[config.mk]
export PLATFORM = sky130hd
export DESIGN_NAME = fifo_uart_tx
export DESIGN_NICKNAME = d
export VERILOG_FILES = /design/src/rtl/fifo_uart_tx.sv
export SDC_FILE = /design/constraint.sdc
export NUM_CORES = 1
export LEC_CHECK = 0
export CAP_MARGIN = 0
export CORE_UTILIZATION = 54
export CTS_CLUSTER_DIAMETER = 100
export DETAILED_ROUTE_END_ITERATION = 7
export GPL_ROUTABILITY_DRIVEN = 0
export PLACE_DENSITY = 0.83
export SLEW_MARGIN = 5
export SYNTH_ARGS = -nofsm -noshare
export SYNTH_HDL_FRONTEND = slang
export SYNTH_SLANG_ARGS = --single-unit
[constraint.sdc]
create_clock -name Clock -period 2.5 [get_ports Clock]
set_input_delay 0.375 -clock Clock [delete_from_list [all_inputs] [get_ports Clock]]
set_output_delay 0.375 -clock Clock [all_outputs]
set_load 0.005 [all_outputs]
[src/rtl/fifo_uart_tx.sv]
// Pops one word at a time from the board FIFO and sends each word as a UART frame:
// a start bit, the data bits LSB-first, an optional even-parity bit, then the stop bits.
module fifo_uart_tx #(
    parameter int DATA_WIDTH   = 9,
    parameter int CLKS_PER_BIT = 5208,
    parameter int PARITY_EN    = 0,
    parameter int STOP_BITS    = 1
) (
    input  logic                  Clock,
    input  logic                  Reset,
    input  logic                  Enable,
    input  logic                  FifoEmpty,
    input  logic [DATA_WIDTH-1:0] FifoDataOut,
    output logic                  ReadN,
    output logic                  TxD,
    output logic                  Busy,
    output logic                  Sent,
    output logic [7:0]            FrameCount
);
    localparam int CW = $clog2(CLKS_PER_BIT);
    localparam int IW = $clog2(DATA_WIDTH + 1);
    localparam logic [CW-1:0] BAUD_LAST = CW'(CLKS_PER_BIT - 1);
    localparam logic [CW-1:0] BAUD_PRE  = CW'(CLKS_PER_BIT - 2);
    localparam logic [IW-1:0] DATA_LAST = IW'(DATA_WIDTH - 1);
    localparam logic [IW-1:0] STOP_LAST = IW'(STOP_BITS - 1);

    typedef enum logic [2:0] {IDLE, FETCH, LATCH, START, DATA, PARITY, STOP} state_t;

    state_t                state;
    logic [DATA_WIDTH-1:0] shift;
    logic                  parity;
    logic [CW-1:0]         baud;
    logic [IW-1:0]         bit_idx;
    logic                  bit_end;
    logic                  can_fetch;

    assign bit_end   = (baud == BAUD_LAST);
    assign can_fetch = Enable && !FifoEmpty;

    // Pop handshake: ReadN is low for exactly the FETCH cycle. The FIFO presents the
    // popped word on FifoDataOut during that cycle, and the word is captured at the end of LATCH.
    always_ff @(posedge Clock or negedge Reset) begin
        if (!Reset) begin
            state      <= IDLE;
            ReadN      <= 1'b1;
            TxD        <= 1'b1;
            Busy       <= 1'b0;
            Sent       <= 1'b0;
            FrameCount <= 8'd0;
            shift      <= '0;
            parity     <= 1'b0;
            baud       <= '0;
            bit_idx    <= '0;
        end else begin
            Sent  <= 1'b0;
            ReadN <= 1'b1;
            baud  <= '0;
            case (state)
                IDLE: begin
                    TxD <= 1'b1;
                    if (can_fetch) begin
                        state <= FETCH;
                        ReadN <= 1'b0;
                        Busy  <= 1'b1;
                    end
                end
                FETCH: state <= LATCH;
                LATCH: begin
                    shift  <= FifoDataOut;
                    parity <= ^FifoDataOut;
                    TxD    <= 1'b0;
                    state  <= START;
                end
                START: begin
                    baud <= bit_end ? '0 : baud + 1'b1;
                    if (bit_end) begin
                        TxD     <= shift[0];
                        shift   <= shift >> 1;
                        bit_idx <= '0;
                        state   <= DATA;
                    end
                end
                DATA: begin
                    baud <= bit_end ? '0 : baud + 1'b1;
                    if (bit_end) begin
                        if (bit_idx == DATA_LAST) begin
                            bit_idx <= '0;
                            if (PARITY_EN != 0) begin
                                TxD   <= parity;
                                state <= PARITY;
                            end else begin
                                TxD   <= 1'b1;
                                state <= STOP;
                            end
                        end else begin
                            bit_idx <= bit_idx + 1'b1;
                            TxD     <= shift[0];
                            shift   <= shift >> 1;
                        end
                    end
                end
                PARITY: begin
                    baud <= bit_end ? '0 : baud + 1'b1;
                    if (bit_end) begin
                        TxD   <= 1'b1;
                        state <= STOP;
                    end
                end
                STOP: begin
                    baud <= bit_end ? '0 : baud + 1'b1;
                    // Sent and FrameCount are raised one edge early so that both are visible
                    // during the final stop cycle itself.
                    if (bit_idx == STOP_LAST && baud == BAUD_PRE) begin
                        Sent       <= 1'b1;
                        FrameCount <= FrameCount + 8'd1;
                    end
                    if (bit_end) begin
                        if (bit_idx == STOP_LAST) begin
                            bit_idx <= '0;
                            if (can_fetch) begin
                                state <= FETCH;
                                ReadN <= 1'b0;
                            end else begin
                                state <= IDLE;
                                Busy  <= 1'b0;
                            end
                        end else begin
                            bit_idx <= bit_idx + 1'b1;
                        end
                    end
                end
                default: state <= IDLE;
            endcase
        end
    end
endmodule

==> summary.md, run 1 <==
| Metric | Value |
|---|---|
| Leakage power | 0.001115 uW |
| Arrival @ worst endpoint | 2.35 ns |
| Final worst path period need | 2.187 ns |
| Total wire length | 4332 um |
| RSZ-0062 raised after global routing | false |
| Utilization of the core after routing | 0.6509 |
| Total Neg Setup Slack | 0 ns |
| Warnings, synthesis | 0 |
| H-tree depth reported by CTS | 2 |
| CP startpoint kind | register |
| Number of buffers created by CTS | 5 |
| CTS Hold Bufs | 0 |
| Startpoint of the lowest-slack register-to-register path | baud[3]$_DFF_PN0_ |
| Max VDD drop | 0.0003196 V |
| Width of the die | 66.46 um |
| Final period util | 0.8748 |
| Wire length of the first global-routing pass | 7320 um |
| Worst Hold Class | in -> async |
| Residual antenna-violating net count after detailed routing | 0 |
| Cell variety after synth | 49 |
| Main synth FF type | dfrtp_1 |
| Number of buffers between clock root and the deepest sink | 2 |
| Vias in the first global route | 1607 |
| Reg-to-reg slack, setup | 0.31 ns |
| Routed wirelength normalized by instance count | 14.89 um |
| Post-layout net count | 258 |
| Worst R2R End | baud[3]$_DFF_PN0_ |
| Inserted Diodes | 0 |
| Leading cell types in the layout, fill and taps excluded | dfrtp_1 (39), clkdlybuf4s50_1 (23), nor2_1 (19), nand3_1 (13), inv_1 (11) |
| Multi-input gate area in the final layout | 1134 um^2 |
| Worst setup timing slack at the placement stage | 0.3182 ns |
| Result of the run | finished clean |
| Total congestion overflow | 0 |
| Mean Syn Cell Area | 10.43 um^2 |
| Boundary pin count | 25 |
| Synthesized net count | 233 |
| Violation count after the first detailed-route iteration | 121 |
| Async set-or-reset flop fraction in the synthesized netlist | 1.000 |
| Number of max-slew violations in the final report | 0 |
| Number of sinks driven by the clock tree | 41 |
| Initial core utilization | 0.5608 |
| Number of buffers added for setup after CTS | 0 |
| Initial antenna violation count | 0 |
| Buffers added on ports | 24 |
| Combinational share of power | 0.044 |
| Die Ht | 66.46 um |
| Latest clock arrival within the worst-skew pair | 0.29 ns |
| GRT Overall Usage | 0.2230 |
| Worst endpoint required time | 2.66 ns |
| CTS root buffer | clkbuf_8 |
| Most common cell after layout, fill and taps aside | dfrtp_1 |
| Max Fanout on Critical Path | 14 |
| Fraction of power consumed by the clock network | 0.364 |
| Pin count of the biggest net entering global routing | 42 |
| NetSw | 240.8 uW |
| Fraction of the yosys area taken by sequential cells | 0.4584 |
| Sequential Area | 1028 um^2 |
| Post-synthesis to final-layout area growth | 16.06% |
| Ratio of routed vias to standard cells | 5.595 |
| Sum of internal, switching and leakage power | 1139 uW |
| Hold Fails Final Rpt | 0 |
| Mapped Cells | 215 |
| Area of the die | 4416 um^2 |
| Total via count in the routed design | 1628 |
| Max-cap viol count | 0 |
| Detailed placer's ending HPWL | 3056 um |
| Post-synth EDFFs | 0 |
| Post-route DRC | 0 |
| Proportion of power drawn by flip-flops and latches | 0.592 |
| Core Rows | 23 |
| Setup slack of the critical path after layout | 0.3129 ns |
| Length of the first detailed-routing pass in iterations | 4 |
| Synthesized flop and latch total | 41 |
| Power per standard cell area | 437.3 nW/um^2 |
| Post-synthesis instance area | 2243 um^2 |
| Final setup violation count | 0 |
| Placeable core region | 4000 um^2 |
| Peak clock frequency supported by timing | 457.2 MHz |
| CTS tree | built |
| Switching share of power | 0.2115 |
| Minimum hold slack | 0.2107 ns |
| Slew at the pin closest to its max-slew limit | 0.9175 ns |
| Fraction of layout instances using a drive strength above 1 | 0.1286 |
| Crit. End Element | register |
| Final setup skew | 0.004218 ns |
| # fillers | 326 |
| Worst Path Class, Setup | reg -> reg |
| Depth of the most critical reg-to-reg path | 4 |
| Post-CTS clock slew at the launch and capture registers of the worst setup and hold paths | 0.07 ns |
| Internal power summed over all cells | 897.9 uW |
| Resized Gates After CTS | 0 |
| Worst-case headroom to the max-slew limit | 0.3883 |
## metrics by stage
step                instance area (um^2)  std cells
floorplan                           2243        215
global placement                    2524        283
detailed placement                  2524        283
CTS                                 2604        291
global route                        2604        291
finish                              2604        291
## metal layers
metal,share of wire,GRT usage,vias to the layer above
met3,0.035,0.05479,8
li1,-,-,809
met1,0.46,0.2898,781
met2,0.49,0.3495,30
met5,0,0,-
met4,0.017,0.1011,0
## power groups by stage
stage / combinational (uW) / clock, uW / sequential (uW)
6_report: 50.0 / 415 / 674
5_1_grt: 55.4 / 452 / 675
4_1_cts: 51.4 / 420 / 674
3_5_place_dp: 50.8 / 0 / 687
3_3_place_gp: 49.9 / 0 / 686
2_1_floorplan: 17.8 / 0 / 686
## registers in the layout, summed over array words and instances (netlist names)
register / cells
state: 3
FrameCount: 8
Busy: 1
shift: 9
baud: 13
bit_idx: 4
Sent: 1
ReadN: 1
TxD: 1
## worst max path at each step
stage	from	end	depth (start not counted)
4_1_cts	baud[5]$_DFF_PN0_	baud[3]$_DFF_PN0_	4
6_report	baud[3]$_DFF_PN0_	baud[3]$_DFF_PN0_	4
5_1_grt	baud[0]$_DFF_PN0_	baud[10]$_DFF_PN0_	5
2_1_floorplan	baud[5]$_DFF_PN0_	shift[1]$_DFFE_PN0P_	4
3_5_place_dp	baud[5]$_DFF_PN0_	baud[3]$_DFF_PN0_	4
3_3_place_gp	baud[5]$_DFF_PN0_	shift[1]$_DFFE_PN0P_	5
## layout make-up
class,instances,area share
well taps,50,0.02403
inverters,11,0.01586
clock buffers,8,0.03075
repair buffers,27,0.09899
multi-input cells,154,0.4354
flip-flops and latches,41,0.3950
## logic make-up after synthesis
logic type                 after synthesis  share of synthesized area
AOI/OAI and AO/OA                       28                    0.08924
and+or+nand+nor                         82                     0.2052
adders and majority gates                6                    0.03235
muxes                                   18                     0.1004
buffers and inverters                   20                    0.03625
DFF                                     41                     0.4585
xor gates and xnor gates                20                    0.07808
## critical path, stage by stage (launching register included)
cell and delay [ns]:
dfrtp_1 0.46, or4b_4 0.53, or4_1 0.53, nand2_1 0.43
nor2_1 0.11
## Yosys cell counts (2+ instances only)
cell / instances / area (um^2)
dfrtp_1: 39 / 975.9
nor2_1: 19 / 71.32
nand3_1: 13 / 65.06
inv_1: 11 / 41.29
nand2_1: 10 / 37.54
xnor2_1: 10 / 87.58
xor2_1: 10 / 87.58
mux2_2: 7 / 78.83
mux2_4: 7 / 105.1
nor4_1: 7 / 43.79
o21ai_0: 6 / 30.03
buf_2: 5 / 25.02
ha_1: 5 / 62.56
nand2b_1: 5 / 31.28
nor3_1: 5 / 25.02
a21oi_1: 4 / 20.02
clkbuf_1: 4 / 15.01
and3_1: 3 / 18.77
mux2i_1: 3 / 30.03
nor2b_1: 3 / 18.77
o21ai_1: 3 / 15.01
or3_1: 3 / 18.77
a21o_1: 2 / 15.01
a31oi_1: 2 / 12.51
dfstp_2: 2 / 52.55
nand4_1: 2 / 12.51
nor4_2: 2 / 25.02
o31ai_1: 2 / 15.01
Power figures use the tool's default switching activity.
==> run 2, diff against run 1 <==
--- a/config.mk
+++ b/config.mk
@@ -6,11 +6,13 @@
 export NUM_CORES = 1
 export LEC_CHECK = 0
 export CAP_MARGIN = 0
+export CORE_ASPECT_RATIO = 1.75
 export CORE_UTILIZATION = 54
 export CTS_CLUSTER_DIAMETER = 100
 export DETAILED_ROUTE_END_ITERATION = 7
 export GPL_ROUTABILITY_DRIVEN = 0
 export PLACE_DENSITY = 0.83
+export REMOVE_ABC_BUFFERS = 1
 export SLEW_MARGIN = 5
 export SYNTH_ARGS = -nofsm -noshare
 export SYNTH_HDL_FRONTEND = slang
==> run 2 against run 1 <==
Compared with the run above: fmax increased by 0.13%; highest routed layer unchanged; critical path depth unchanged; clock power increased by 6.7%; flip-flop and latch count unchanged; largest cell class unchanged; global-route usage increased by 0.61 points; worst hold slack got worse by 0.017 ns; count of clock-buffer cells in the layout unchanged.
==> summary.md, run 2 (synthesis results as in run 1) <==
| Metric | Value |
|---|---|
| Violation count after the first detailed-route iteration | 51 (was 121) |
| # placed instances | 282 (was 283) |
| Depth of the most critical reg-to-reg path | 4 (unchanged) |
| Post-route DRC | 0 (unchanged) |
| Total cell area at the placement stage | 2529 um^2 (was 2524 um^2) |
| Initial core utilization | 0.5692 (was 0.5608) |
| Pin count of the biggest net entering global routing | 42 (unchanged) |
| Dominant delay contributor by cell family on the critical path | simple AND/OR/NAND/NOR gates (unchanged) |
| Initial antenna violation count | 0 (unchanged) |
| Worst-case headroom to the max-slew limit | 0.4108 (was 0.3883) |
| Post-layout net count | 259 (was 258) |
| Number of flip-flops in the largest register | 13 (unchanged) |
| Worst setup timing slack at the placement stage | 0.3318 ns (was 0.3182 ns) |
| Worst endpoint required time | 2.66 ns (about the same) |
| Length of the first detailed-routing pass in iterations | 4 (unchanged) |
| Fin area | 2619 um^2 (was 2604 um^2) |
| Buffers added on ports | 24 (unchanged) |
| Number of max-slew violations in the final report | 0 (unchanged) |
| Total via count in the routed design | 1672 (was 1628) |
| CP startpoint kind | register (unchanged) |
| Max Fanout on Critical Path | 14 (unchanged) |
| RSZ-0062 raised after global routing | false (unchanged) |
| Most common cell after layout, fill and taps aside | dfrtp_1 (unchanged) |
| CTS root buffer | clkbuf_8 (unchanged) |
| Core Rows | 30 (was 23) |
| Minimum hold slack | 0.1932 ns (was 0.2107 ns) |
| Setup slack of the critical path after layout | 0.3157 ns (was 0.3129 ns) |
| Most flop-heavy register | baud (unchanged) |
| Sequence of cells on the critical path | or4b_4 > or4_1 > nand2_1 > nor2_1 (unchanged) |
| # fillers | 336 (was 326) |
| Largest registers ranked by flip-flop count | baud: 13 flops, shift: 9 flops, FrameCount: 8 flops (unchanged) |
| Die Ht | 87.27 um (was 66.46 um) |
| Residual antenna-violating net count after detailed routing | 0 (unchanged) |
| Slew at the pin closest to its max-slew limit | 0.8837 ns (was 0.9175 ns) |
| Arrival @ worst endpoint | 2.34 ns (was 2.35 ns) |
| Total Neg Setup Slack | 0 ns (unchanged) |
| Leakage power | 0.001126 uW (was 0.001115 uW) |
| Fraction of layout instances using a drive strength above 1 | 0.1364 (was 0.1286) |
| Max VDD drop | 0.0004216 V (was 0.0003196 V) |
| Ratio of routed vias to standard cells | 5.766 (was 5.595) |
| Post-CTS clock slew at the launch and capture registers of the worst setup and hold paths | 0.08 ns (was 0.07 ns) |
| Resized Gates After CTS | 0 (unchanged) |
| Final period util | 0.8737 (was 0.8748) |
| Wire length of the first global-routing pass | 7417 um (was 7320 um) |
| Worst Hold Class | in -> async (unchanged) |
| Number of buffers added for setup after CTS | 0 (unchanged) |
| Result of the run | finished clean (unchanged) |
| Boundary pin count | 25 (unchanged) |
| Power per standard cell area | 445.4 nW/um^2 (was 437.3 nW/um^2) |
| GRT Overall Usage | 0.2291 (was 0.2230) |
| Post-synthesis to final-layout area growth | 16.73% (was 16.06%) |
| Total wire length | 4311 um (was 4332 um) |
| WP buf/inv | 0 (unchanged) |
| Number of sinks driven by the clock tree | 41 (unchanged) |
| Detailed placer's ending HPWL | 3052 um (was 3056 um) |
| Total number of cells along the worst setup path | 4 (unchanged) |
| H-tree depth reported by CTS | 2 (unchanged) |
| Final setup skew | 0.008571 ns (was 0.004218 ns) |
| Placeable core region | 3941 um^2 (was 4000 um^2) |
| Number of buffers between clock root and the deepest sink | 2 (unchanged) |
| Routed wirelength normalized by instance count | 14.87 um (was 14.89 um) |
| Worst Path Class, Setup | reg -> reg (unchanged) |
| Crit. End Element | register (unchanged) |
| Hold Fails Final Rpt | 0 (unchanged) |
| Slowest Stage Delay on Critical Path | 0.55 ns (was 0.53 ns) |
| Latest clock arrival within the worst-skew pair | 0.30 ns (was 0.29 ns) |
| Area of the die | 4427 um^2 (was 4416 um^2) |
| Max-cap viol count | 0 (unchanged) |
| Leading cell types in the layout, fill and taps excluded | dfrtp_1 (39), clkdlybuf4s50_1 (23), nor2_1 (19), nand3_1 (13), inv_1 (11) (unchanged) |
| Final setup violation count | 0 (unchanged) |
| Vias in the first global route | 1628 (was 1607) |
| Critical Path Slowest Stage Cell | or4b_4 (unchanged) |
| Post-route insts no fill | 290 (was 291) |
| Width of the die | 50.73 um (was 66.46 um) |
| Total congestion overflow | 0 (unchanged) |
| Final worst path period need | 2.184 ns (was 2.187 ns) |
| CTS Hold Bufs | 0 (unchanged) |
| Inserted Diodes | 0 (unchanged) |
| CTS tree | built (unchanged) |
| Number of buffers created by CTS | 5 (unchanged) |
| Peak clock frequency supported by timing | 457.8 MHz (was 457.2 MHz) |
==> run 2: cell count changes in the layout (fill, tap and decap cells not counted), sizes merged <==
cell | before | now
buf | 4 | 5
==> run 2: report_power, final <==
group	switching, uW	internal [uW]	total [uW]
logic	20.4	29.2	49.6
clock network	218	225	443
registers	3.71	670	674
==> run 2: per-layer routing <==
| metal | vias up | part of all wire | routed length (um) | global-route usage |
|---|---|---|---|---|
| li1 | 804 | - | - | - |
| met1 | 822 | 0.40 | 1712 | 0.2517 |
| met2 | 35 | 0.54 | 2324 | 0.3927 |
| met3 | 11 | 0.031 | 134 | 0.05585 |
| met4 | 0 | 0.032 | 140 | 0.1338 |
| met5 | - | 0 | 0 | 0 |
==> run 2: path summary, 6_finish.rpt <==
check | start | endpoint | slack [ns]
min in group Clock | FrameCount[7]$_DFFE_PN0P_ | FrameCount[7]$_DFFE_PN0P_ | 0.46
worst min register to register | FrameCount[7]$_DFFE_PN0P_ | FrameCount[7]$_DFFE_PN0P_ | 0.46
worst min-delay path | Reset | FrameCount[5]$_DFFE_PN0P_ | 0.19
worst max register to register | baud[5]$_DFF_PN0_ | baud[2]$_DFF_PN0_ | 0.32
max in group asynchronous | Reset | baud[3]$_DFF_PN0_ | 1.74
worst max-delay path | baud[5]$_DFF_PN0_ | baud[2]$_DFF_PN0_ | 0.32
==> run 2: stage by stage <==
stage | utilization | total power [uW]
CTS | 0.6644 | 1185
finish | 0.6644 | 1166
detailed placement | 0.6416 | 738.1
global placement | 0.6416 | 736.8
floorplan | - | 703.6
global route | 0.6644 | 1219
==> run 2: worst register-to-register path, cell delays in order (launching register included) <==
cell and delay (ns):
dfrtp_1 0.44, or4b_4 0.55, or4_1 0.53, nand2_1 0.42, nor2_1 0.12
==> run 2: area by class of cell <==
cell class | instances | area, um^2 | area share
clock buffers | 8 | 90.09 | 0.03440
flip-flops and latches | 41 | 1028 | 0.3927
multi-input cells | 154 | 1134 | 0.4329
repair buffers | 28 | 265.3 | 0.1013
inverters | 11 | 41.29 | 0.01577
well taps | 48 | 60.06 | 0.02293
==> run 3, diff against run 2 <==
--- a/config.mk
+++ b/config.mk
@@ -7,7 +7,9 @@
 export LEC_CHECK = 0
 export CAP_MARGIN = 0
 export CORE_ASPECT_RATIO = 1.75
+export CORE_MARGIN = 1.5
 export CORE_UTILIZATION = 54
+export CTS_BUF_LIST = sky130_fd_sc_hd__clkbuf_8 sky130_fd_sc_hd__clkbuf_16
 export CTS_CLUSTER_DIAMETER = 100
 export DETAILED_ROUTE_END_ITERATION = 7
 export GPL_ROUTABILITY_DRIVEN = 0
==> constraint.sdc (replaced) <==
create_clock -name Clock -period 2.5 [get_ports Clock]
set_input_delay 0.375 -clock Clock [delete_from_list [all_inputs] [get_ports Clock]]
set_output_delay 0.375 -clock Clock [all_outputs]
set_load 0.02 [all_outputs]
==> run 3 against run 2 <==
Compared with the run above: combinational power about the same; worst hold slack better by 0.0077 ns; clock skew down 0.0044 ns; first-iteration DRC count down 29%; sequential power about the same; sequential share of layout area up 0.15 points; wire length down 2.1%; critical endpoint is now baud[7]$_DFF_PN0_; largest power group unchanged.
==> summary.md, run 3 (synthesis results as in run 1) <==
| Metric | Value |
|---|---|
| CP startpoint kind | register (unchanged) |
| Fraction of power consumed by the clock network | 0.354 (was 0.380) |
| NetSw | 233.9 uW (was 241.8 uW) |
| Max VDD drop | 0.0003678 V (was 0.0004216 V) |
| Final worst path period need | 2.150 ns (was 2.184 ns) |
| Worst setup timing slack at the placement stage | 0.3641 ns (was 0.3318 ns) |
| Critical Path Slowest Stage Cell | or4b_4 (unchanged) |
| Result of the run | finished clean (unchanged) |
| Width of the die | 51.73 um (was 50.73 um) |
| Crit. End Element | register (unchanged) |
| Worst-case headroom to the max-slew limit | 0.4021 (was 0.4108) |
| RSZ-0062 raised after global routing | false (unchanged) |
| Largest registers ranked by flip-flop count | baud: 13 flops, shift: 9 flops, FrameCount: 8 flops (unchanged) |
| Residual antenna-violating net count after detailed routing | 0 (unchanged) |
| Most flop-heavy register | baud (unchanged) |
| GRT Overall Usage | 0.2126 (was 0.2291) |
| Placeable core region | 3941 um^2 (unchanged) |
| Ratio of routed vias to standard cells | 5.690 (was 5.766) |
| Pin count of the biggest net entering global routing | 42 (unchanged) |
| Final setup skew | 0.004189 ns (was 0.008571 ns) |
| Area of the die | 4566 um^2 (was 4427 um^2) |
| Max Fanout on Critical Path | 14 (unchanged) |
| Internal power summed over all cells | 885.6 uW (was 924.6 uW) |
| Power per standard cell area | 429.1 nW/um^2 (was 445.4 nW/um^2) |
| Length of the first detailed-routing pass in iterations | 4 (unchanged) |
| Hold Fails Final Rpt | 0 (unchanged) |
| Most common cell after layout, fill and taps aside | dfrtp_1 (unchanged) |
| Proportion of power drawn by flip-flops and latches | 0.602 (was 0.578) |
| Leakage power | 0.001133 uW (was 0.001126 uW) |
| Fraction of layout instances using a drive strength above 1 | 0.1322 (was 0.1364) |
| Utilization of the core after routing | 0.6619 (was 0.6644) |
| Detailed placer's ending HPWL | 3063 um (was 3052 um) |
| Post-layout net count | 259 (unchanged) |
| Number of max-slew violations in the final report | 0 (unchanged) |
| Dominant delay contributor by cell family on the critical path | simple AND/OR/NAND/NOR gates (unchanged) |
| Max-cap viol count | 0 (unchanged) |
| # fillers | 322 (was 336) |
| Wire length of the first global-routing pass | 7362 um (was 7417 um) |
| CTS root buffer | clkbuf_8 (unchanged) |
| Worst Hold Class | in -> async (unchanged) |
| Number of buffers between clock root and the deepest sink | 2 (unchanged) |
| Slowest Stage Delay on Critical Path | 0.55 ns (about the same) |
| Reg-to-reg slack, setup | 0.35 ns (was 0.32 ns) |
| Number of buffers created by CTS | 5 (unchanged) |
| Number of sinks driven by the clock tree | 41 (unchanged) |
| Die Ht | 88.27 um (was 87.27 um) |
| Leading cell types in the layout, fill and taps excluded | dfrtp_1 (39), clkdlybuf4s50_1 (23), nor2_1 (19), inv_1 (14), nand3_1 (13) (was dfrtp_1 (39), clkdlybuf4s50_1 (23), nor2_1 (19), nand3_1 (13), inv_1 (11)) |
| Inserted Diodes | 0 (unchanged) |
| CTS tree | built (unchanged) |
| Boundary pin count | 25 (unchanged) |
| Latest clock arrival within the worst-skew pair | 0.29 ns (was 0.30 ns) |
| Total wire length | 4219 um (was 4311 um) |
| Number of flip-flops in the largest register | 13 (unchanged) |
| WP buf/inv | 0 (unchanged) |
| Sequence of cells on the critical path | or4b_4 > or4_1 > nand2_1 > nor2_1 (unchanged) |
| Vias in the first global route | 1650 (was 1628) |
| Final period util | 0.8601 (was 0.8737) |
| Post-synthesis to final-layout area growth | 16.29% (was 16.73%) |
| Peak clock frequency supported by timing | 465.1 MHz (was 457.8 MHz) |
| H-tree depth reported by CTS | 2 (unchanged) |
| Number of buffers added for setup after CTS | 0 (unchanged) |
| Multi-input gate area in the final layout | 1134 um^2 (unchanged) |
| Initial core utilization | 0.5692 (unchanged) |
| Initial antenna violation count | 0 (unchanged) |
| Routed wirelength normalized by instance count | 14.55 um (was 14.87 um) |
| Resized Gates After CTS | 0 (unchanged) |
| Total congestion overflow | 0 (unchanged) |
| Total via count in the routed design | 1650 (was 1672) |
| Arrival @ worst endpoint | 2.30 ns (was 2.34 ns) |
| Total Neg Setup Slack | 0 ns (unchanged) |
| Sequential Area | 1028 um^2 (unchanged) |
| Post-CTS clock slew at the launch and capture registers of the worst setup and hold paths | 0.07 ns (was 0.08 ns) |
| Buffers added on ports | 24 (unchanged) |
| Setup slack of the critical path after layout | 0.3499 ns (was 0.3157 ns) |
| Worst endpoint required time | 2.65 ns (was 2.66 ns) |
| Worst Path Class, Setup | reg -> reg (unchanged) |
| Combinational share of power | 0.044 (was 0.043) |
| Slew at the pin closest to its max-slew limit | 0.8968 ns (was 0.8837 ns) |
| Violation count after the first detailed-route iteration | 36 (was 51) |
| CTS Hold Bufs | 0 (unchanged) |
| Post-route DRC | 0 (unchanged) |
| Core Rows | 30 (unchanged) |
| Final setup violation count | 0 (unchanged) |
| Switching share of power | 0.2089 (was 0.2073) |
-- run 3: area by class of cell --
cell class | count | area share
inverters | 11 | 0.01583
well taps | 48 | 0.02302
clock inverters | 3 | 0.004317
flip-flops and latches | 41 | 0.3942
clock buffers | 5 | 0.02638
repair buffers | 28 | 0.1017
multi-input cells | 154 | 0.4345
-- run 3: routing by layer --
metal / track usage / part of all wire / vias up
li1: - / - / 811
met1: 0.2494 / 0.40 / 805
met2: 0.3660 / 0.55 / 25
met3: 0.04054 / 0.023 / 9
met4: 0.1053 / 0.027 / 0
met5: 0 / 0 / -
-- run 3: worst register-to-register path, delay by kind of cell (launching register included) --
| family | cells | cell delay, ns |
|---|---|---|
| flops | 1 | 0.43 |
| simple gates | 4 | 1.59 |
-- run 3: metrics by stage --
step           hold WS [ns]  instances  total power, uW  instance area (um^2)
3_3_place_gp         0.4643        282            736.7                  2529
5_1_grt              0.2937        290             1162                  2609
2_1_floorplan       0.07941        206            703.6                  2203
3_5_place_dp         0.4625        282            737.8                  2529
6_report             0.2010        290             1120                  2609
4_1_cts              0.2381        290             1136                  2609
-- run 3: path summary, 6_finish.rpt --
kind	cells after the start	end	start
worst max-delay path	4	baud[7]$_DFF_PN0_	baud[5]$_DFF_PN0_
worst min-delay path	1	FrameCount[6]$_DFFE_PN0P_	Reset
worst max register to register	4	baud[7]$_DFF_PN0_	baud[5]$_DFF_PN0_
worst min register to register	1	FrameCount[7]$_DFFE_PN0P_	FrameCount[7]$_DFFE_PN0P_
max in group asynchronous	1	state[2]$_DFFE_PN0P_	Reset
min in group Clock	1	FrameCount[7]$_DFFE_PN0P_	FrameCount[7]$_DFFE_PN0P_
-- run 3: power groups by stage --
| stage | clock network (uW) | logic [uW] | registers, uW |
|---|---|---|---|
| floorplan | 0 | 17.8 | 686 |
| global placement | 0 | 50.1 | 687 |
| detailed placement | 0 | 50.9 | 687 |
| CTS | 410 | 51.2 | 674 |
| global route | 432 | 55.6 | 674 |
| finish | 396 | 49.6 | 674 |
